File: src/rtl/mac_sequencer.sv
`default_nettype none
// +--------------------------------------------------------------------------+
// | mac_sequencer: packs byte-serial operands, launches the 4-lane dot-product |
// | datapath, saturating-accumulates results, returns sum as two 10-bit beats. |
// | Revision: 1.0                                                              |
// +--------------------------------------------------------------------------+
module mac_sequencer #(
  parameter int LAT   = 1,
  parameter int ACC_W = 20
) (
  input  logic        clk,
  input  logic        rst,
  input  logic        in_valid,
  output logic        in_ready,
  input  logic [7:0]  in_data,
  input  logic        in_last,
  output logic [31:0] mac_data,
  output logic [31:0] mac_weights,
  output logic        mac_start,
  input  logic [17:0] mac_result,
  output logic        out_valid,
  input  logic        out_ready,
  output logic [9:0]  out_data,
  output logic        out_hi,
  output logic        sat,
  output logic        busy
);

  typedef enum logic [2:0] {
    S_LOAD_D = 3'd0,
    S_LOAD_W = 3'd1,
    S_WAIT   = 3'd2,
    S_ACC    = 3'd3,
    S_OUT_LO = 3'd4,
    S_OUT_HI = 3'd5
  } state_t;

  localparam logic [1:0] WAIT_END = 2'(LAT - 1);

  state_t           state_q, state_d;
  logic [1:0]       cnt_q, cnt_d;
  logic [1:0]       wait_q, wait_d;
  logic [31:0]      data_q, data_d;
  logic [31:0]      weights_q, weights_d;
  logic [ACC_W-1:0] acc_q, acc_d;
  logic             sat_q, sat_d;
  logic             last_q, last_d;
  logic             clr_sat_q, clr_sat_d;
  logic             accept;
  logic [ACC_W:0]   sum;

  // One extra bit above the accumulator exposes overflow of the add.
  assign sum = {1'b0, acc_q} + {{(ACC_W + 1 - 18){1'b0}}, mac_result};

  always_comb begin
    state_d   = state_q;
    cnt_d     = cnt_q;
    wait_d    = wait_q;
    data_d    = data_q;
    weights_d = weights_q;
    acc_d     = acc_q;
    sat_d     = sat_q;
    last_d    = last_q;
    clr_sat_d = clr_sat_q;
    in_ready  = 1'b0;
    mac_start = 1'b0;
    out_valid = 1'b0;
    out_data  = 10'd0;
    out_hi    = 1'b0;
    accept    = 1'b0;

    case (state_q)
      S_LOAD_D: begin
        in_ready = 1'b1;
        accept   = in_valid;
        if (accept) begin
          data_d[{cnt_q, 3'b000} +: 8] = in_data;
          cnt_d = cnt_q + 2'd1;
          // The previous job's sat stays visible until the new job starts.
          if (clr_sat_q) begin
            sat_d     = 1'b0;
            clr_sat_d = 1'b0;
          end
          if (cnt_q == 2'd3) state_d = S_LOAD_W;
        end
      end
      S_LOAD_W: begin
        in_ready = 1'b1;
        accept   = in_valid;
        if (accept) begin
          weights_d[{cnt_q, 3'b000} +: 8] = in_data;
          cnt_d = cnt_q + 2'd1;
          if (cnt_q == 2'd3) begin
            last_d  = in_last;
            wait_d  = 2'd0;
            state_d = S_WAIT;
          end
        end
      end
      S_WAIT: begin
        mac_start = (wait_q == 2'd0);
        if (wait_q == WAIT_END) state_d = S_ACC;
        else wait_d = wait_q + 2'd1;
      end
      S_ACC: begin
        if (sum[ACC_W]) begin
          acc_d = '1;
          sat_d = 1'b1;
        end else begin
          acc_d = sum[ACC_W-1:0];
        end
        state_d = last_q ? S_OUT_LO : S_LOAD_D;
      end
      S_OUT_LO: begin
        out_valid = 1'b1;
        out_data  = acc_q[9:0];
        if (out_ready) state_d = S_OUT_HI;
      end
      S_OUT_HI: begin
        out_valid = 1'b1;
        out_data  = acc_q[19:10];
        out_hi    = 1'b1;
        if (out_ready) begin
          acc_d     = '0;
          last_d    = 1'b0;
          clr_sat_d = 1'b1;
          state_d   = S_LOAD_D;
        end
      end
      default: state_d = S_LOAD_D;
    endcase
  end

  always_ff @(posedge clk or posedge rst) begin
    if (rst) begin
      state_q   <= S_LOAD_D;
      cnt_q     <= 2'd0;
      wait_q    <= 2'd0;
      data_q    <= 32'd0;
      weights_q <= 32'd0;
      acc_q     <= '0;
      sat_q     <= 1'b0;
      last_q    <= 1'b0;
      clr_sat_q <= 1'b0;
    end else begin
      state_q   <= state_d;
      cnt_q     <= cnt_d;
      wait_q    <= wait_d;
      data_q    <= data_d;
      weights_q <= weights_d;
      acc_q     <= acc_d;
      sat_q     <= sat_d;
      last_q    <= last_d;
      clr_sat_q <= clr_sat_d;
    end
  end

  assign mac_data    = data_q;
  assign mac_weights = weights_q;
  assign sat         = sat_q;
  assign busy        = (state_q != S_LOAD_D) || (cnt_q != 2'd0);

endmodule
`default_nettype wire
File: config.mk
export PLATFORM = sky130hd
export DESIGN_NAME = mac_sequencer
export DESIGN_NICKNAME = d
export VERILOG_FILES = /design/src/rtl/mac_sequencer.sv
export SDC_FILE = /design/constraint.sdc
export NUM_CORES = 1
export LEC_CHECK = 0
export ABC_AREA = 1
export CELL_PAD_IN_SITES_DETAIL_PLACEMENT = 2
export CELL_PAD_IN_SITES_GLOBAL_PLACEMENT = 2
export CORE_AREA = 2 2 137 139
export DETAILED_ROUTE_END_ITERATION = 10
export DIE_AREA = 0 0 139 141
export HOLD_SLACK_MARGIN = 0.12
export PLACE_DENSITY_LB_ADDON = 0.1
export SLEW_MARGIN = 20
export SYNTH_ARGS = -nofsm -noshare
export SYNTH_HDL_FRONTEND = slang
export SYNTH_SLANG_ARGS = --single-unit
File: constraint.sdc
create_clock -name clk -period 3.7 [get_ports clk]
set_input_delay 0.37 -clock clk [delete_from_list [all_inputs] [get_ports clk]]
set_output_delay 0.37 -clock clk [all_outputs]
set_load 0.005 [all_outputs]
-- After elaboration in Yosys (flattened, before gate mapping)
Cells that the tools add are included.
Widths: inputs -> output; s select.
- bits in registers: 94
- input port bits: 31
- output and inout port bits: 80
- word-level logic and storage cells: 86
- add/sub/neg operators: 4
- equal/unequal tests: 16
- shift-type cells: 2
- muxes and demuxes: 34
- reduce and logical (&&, ||, !) cells: 21
- operators with widths (operator ; number):
    $bwmux 32 ; 2
    $mux 20 ; 2
    $pmux 20 s2 ; 1
    $shift 8x7->32 const A ; 1
    $shiftx 8x7->32 ; 1
    $mux 3 ; 8
    $add 20x18->21 ; 1
    $ne 2x2->1 const B ; 10
    $pmux 10 s2 ; 1
    $pmux 3 s6 ; 1
    $mux 1 ; 12
    $reduce_and 4->1 ; 3
    $reduce_bool 2->1 ; 6
    $reduce_and 2->1 ; 4
    $neg 5->7 ; 1
    $reduce_and 7->1 ; 1
    $eq 3x2->1 const B ; 2
    $eq 3x3->1 const B ; 2
    $mux 2 ; 3
    $pmux 1 s2 ; 3
    $add 2x1->2 const B ; 2
    $pmux 2 s2 ; 1
    $reduce_or 2->1 ; 2
    $eq 3x1->1 const B ; 1
    other kinds (6) ; 6

-- Longest topological paths before layout
- word-level depth: 4
- mapped depth: 13
- mapped depth without buffers: 13

-- Worst setup path before layout
OpenSTA, ideal clock, no wires.
- kind: register -> register
- start point: reg cnt_q[0]
- end point: reg data_q[8] (netlist: mac_data[8])
- library setup time: 0.128 ns
- arrival time: 2.130 ns
- data required time: 3.572 ns
- path slack: 1.442 ns
- stages on the path, launching flop included: 9
- period minus slack after synthesis: 2.258 ns
- cells stage by stage: dfrtp_1 clkbuf_1 clkbuf_1 inv_1 ha_1 nand2_1 clkbuf_1 nor2_1 mux2_1
- cells in the longest elaborated chain, start to end: 3
- elaborated cells on any way between the ends: 4
- classes of those cells: 1 x add/sub; 2 x shift; 1 x mux
- RTL lines (item ; line ; text):
    from (decl) ; 41 ; logic [1:0] cnt_q, cnt_d;
    from (signal assigned) ; 147 ; cnt_q <= cnt_d;
    $neg 5->7 (*) ; 77 ; data_d[{cnt_q, 3'b000} +: 8] = in_data;
    $shiftx 8x7->32 / $shift 8x7->32 (equally long branches) ; 77 ;
    $bwmux 32 (*) ; 77 ;
    to (signal assigned) ; 149 ; data_q <= data_d;
    to (decl) ; 43 ; logic [31:0] data_q, data_d;
Every way passes the cells marked *; elsewhere a longest branch is shown, timed or not.
A chain may end at the register's enable or synchronous reset.

-- Final worst setup path
- start point: reg state_q[2]
- end point: out out_data[6]
- cells in the longest elaborated chain, start to end: 2
- elaborated cells on any way between the ends: 3
- classes of those cells: 2 x eq/ne; 1 x mux
- RTL lines (item ; line ; text):
    from (decl) ; 40 ; state_t state_q, state_d;
    from (signal assigned) ; 146 ; state_q <= state_d;
    $eq 3x3->1 ; 72 ; case (state_q)
    $pmux 10 s2 (*) ; 72 ;
    to (decl) ; 23 ; output logic [9:0] out_data,
Marked as above.

==> summary.md <==
| Metric | Value |
|---|---|
| GRT Total Usage | 20.3% |
| Worst Path Arrival | 2.49 ns |
| Worst setup EP type | output port |
| Site Rows | 50 |
| Clock latency on the worst-skew pair | 0.36 ns |
| Grt ovf | 0 |
| Clock sinks | 94 |
| Post-CTS Resized | 0 |
| Slew Limit Fails | 0 |
| RSZ-0062 raised after global routing | no |
| Crit path max-delay family | buffers and inverters |
| Port Buf Inserts | 110 |
| Hold slack | 0.497 ns |
| WP data required | 3.33 ns |
| Cell area after layout | 7150 um2 |
| Slowest stage delay, CP | 0.57 ns |
| Vias per inst | 4.81 |
| Ratio of total power to cell area | 784 nW/um2 |
| Critical path origin | state_q[2]$_DFFE_PP0P_ |
| First-pass GRT wire length | 30900 um |
| Die area | 19600 um2 |
| DRC | 0 |
| Clock Pin Slew Worst Setup and Hold Paths | 0.08 ns |
| Initial antenna violation count | 0 |
| Post-CTS Setup Repair Bufs | 0 |
| Max Cap Viol | 0 |
| Slew @ Worst Pin | 0.893 ns |
| Crit path cell chain | inv_1 -> nor2_2 -> inv_1 -> o21ai_0 -> clkdlybuf4s50_1 |
| Total power | 0.00561 W |
| Filler Cell Count | 2067 |
| GPL Wtd Cong | 0.812 |
| Largest net degree at the start of global routing | 51 |
| CTS buffer count | 9 |
| Die W | 139 um |
| CP bufs+invs | 3 |
| Gate Count Post-Synth | 648 |
| Area of the core | 18300 um2 |
| HP Class | in2async |
| Nets@finish | 821 |
| VDD IR max | 0.000257 V |
| Final Hold Vio Count | 0 |
| N_diodes | 0 |
| Netlist cell types | 35 |
| Layout Cells excl Fill | 1003 |
| F_max | 350 MHz |
| R2R Path End | sat$_DFFE_PP0P_ |
| Layout cell share with drive strength beyond 1 | 13.9% |
| Drt total wl | 19100 um |
| Root Buffer | clkbuf_16 |
| Reg2Reg Depth | 10 |
| Routed len/inst | 19.0 um |
| Initial Util | 30.0% |
| Pleak | 3.54 nW |
| Critical path peak fanout | 10 |
| Iteration-0 DRC Markers | 144 |
| Total number of vias | 4827 |
| Dpl cell area | 6870 um2 |
| DP Wirelength | 15100 um |
| Status | complete, no violations |
| TritonRoute pass-1 iters | 4 |
| Slew margin rel. | 40.5% |
| H-tree depth | 3 |
| Vias in the first global route | 5534 |
| Crit path launch type | flop |
| Worst Skew | 0.00553 ns |
| CTS Hold Bufs | 0 |
| Die H | 141 um |
| Max Buffers Root-to-Sink | 2 |
| Crit Path Category | reg2out |
| Warnings from Yosys | 0 |
| CP dominant cell by count | inv_1 |
| CTS tree | yes |
| Setup TNS | 0 ns |
| Final Cycle Share | 77.3% |
| Num ports | 111 |
| Placed cells | 987 |
| #FFs+latches synth | 94 |
| Slowest CP cell | clkdlybuf4s50_1 |
| Syn_area_per_cell | 8.46 um2 |
| Sequential-to-total area share from yosys stat | 42.9% |
| Synth-to-layout area growth | 30.5% |
| R2r setup slk | 1.37 ns |
| Setup violators final | 0 |
| Min cycle time layout | 2.86 ns |
| Syn_nets | 705 |
| Critical R2R Launch | acc_q[0]$_DFFE_PP0P_ |
| ANT nets after route | 0 |
| Mapped cell area | 5480 um2 |
-- registers in the layout, indices dropped and copies added, names as in the netlist --
register / count
sat: 1
wait_q: 2
mac_weights: 32
last_q: 1
mac_data: 32
acc_q: 20
cnt_q: 2
state_q: 3
clr_sat_q: 1
-- cell families after synthesis --
logic type	count (synthesis)	synth area share (%)
xor gates and xnor gates	2	0.319
muxes	64	13.1
AOI/OAI and AO/OA	46	5.13
adders and majority gates	26	6.07
buffers and inverters	96	6.87
DFF	94	42.9
and+or+nand+nor	320	25.6
-- how the worst max path moves through the flow --
stage                            to  depth (start not counted)  slack [ns]
4_1_cts                 out_data[6]                          5        0.75
5_1_grt                 out_data[6]                          5        0.65
6_report                out_data[6]                          5        0.84
3_5_place_dp   acc_q[4]$_DFFE_PP0P_                         11        0.92
2_1_floorplan  acc_q[0]$_DFFE_PP0P_                          1        0.88
3_3_place_gp   acc_q[2]$_DFFE_PP0P_                         11        0.97
-- area by class of cell --
type                    instances  area (um2)  area share [%]
clock buffers                  10         229            3.20
inverters                      88         332            4.63
clock inverters                 6        57.6           0.804
flip-flops and latches         94        2350            32.9
well taps                     234         293            4.09
multi-input cells             458        2760            38.5
repair buffers                113        1140            15.9
-- stage by stage --
| stage | setup slack (ns) | utilization (%) |
|---|---|---|
| final | 0.840 | 39.2 |
| after CTS | 0.746 | 39.2 |
| after global placement | 0.971 | 37.6 |
| after floorplan | 0.881 | - |
| after detailed placement | 0.921 | 37.6 |
| after global routing | 0.649 | 39.2 |
-- synth_stat cells (all sizes together) --
master / number / share of area, %
a211oi: 1 / 0.37
a21boi: 1 / 0.14
a21oi: 15 / 1.4
a22o: 6 / 0.96
and2: 1 / 0.11
and3: 1 / 0.11
buf: 3 / 0.50
clkbuf: 5 / 0.34
dfrtp: 94 / 43
fa: 1 / 0.37
ha: 25 / 5.7
inv: 88 / 6.0
mux2: 64 / 13
nand2: 184 / 13
nand3: 47 / 4.3
nand3b: 1 / 0.14
nand4: 1 / 0.11
nor2: 55 / 4.9
nor3: 22 / 2.2
nor4: 1 / 0.11
o211ai: 3 / 0.41
o21ai: 18 / 1.6
o21bai: 1 / 0.14
o22ai: 1 / 0.11
or2: 7 / 0.80
xnor2: 1 / 0.16
xor2: 1 / 0.16
-- cell usage in the layout (no fill, tap or decap), drive strengths merged, types with 2 or more instances in the layout --
cell type      instances
a21oi                 15
a22o                   6
buf                    3
clkbuf                10
clkdlybuf4s50        110
clkinv                 2
dfrtp                 94
ha                    25
inv                   92
mux2                  64
nand2                184
nand3                 47
nor2                  55
nor3                  22
o211ai                 3
o21ai                 18
or2                    7
-- power breakdown --
part / leakage [nW] / switching, W / internal [W] / total (W)
clock network: 0.142 / 0.000458 / 0.000475 / 0.000934
logic: 2.14 / 0.00165 / 0.00130 / 0.00295
registers: 1.25 / 0.000303 / 0.00143 / 0.00173
total: 3.54 / 0.00241 / 0.00320 / 0.00561
-- worst reg2reg max path: cells and delay by family (launching register included) --
family | cells | cell delay, ns
DFF | 1 | 0.41
adders and majority gates | 2 | 0.68
and+or+nand+nor | 7 | 0.98
AOI/OAI and AO/OA | 1 | 0.14
-- layer usage --
layer / global-route usage [%] / up-vias / share of wire, %
met3: 3.57 / 17 / 4.0
met4: 5.95 / 0 / 1.7
met2: 37.6 / 93 / 53
met1: 23.9 / 2384 / 41
li1: - / 2333 / -
met5: 0 / - / 0
Power figures use the tool's default switching activity.
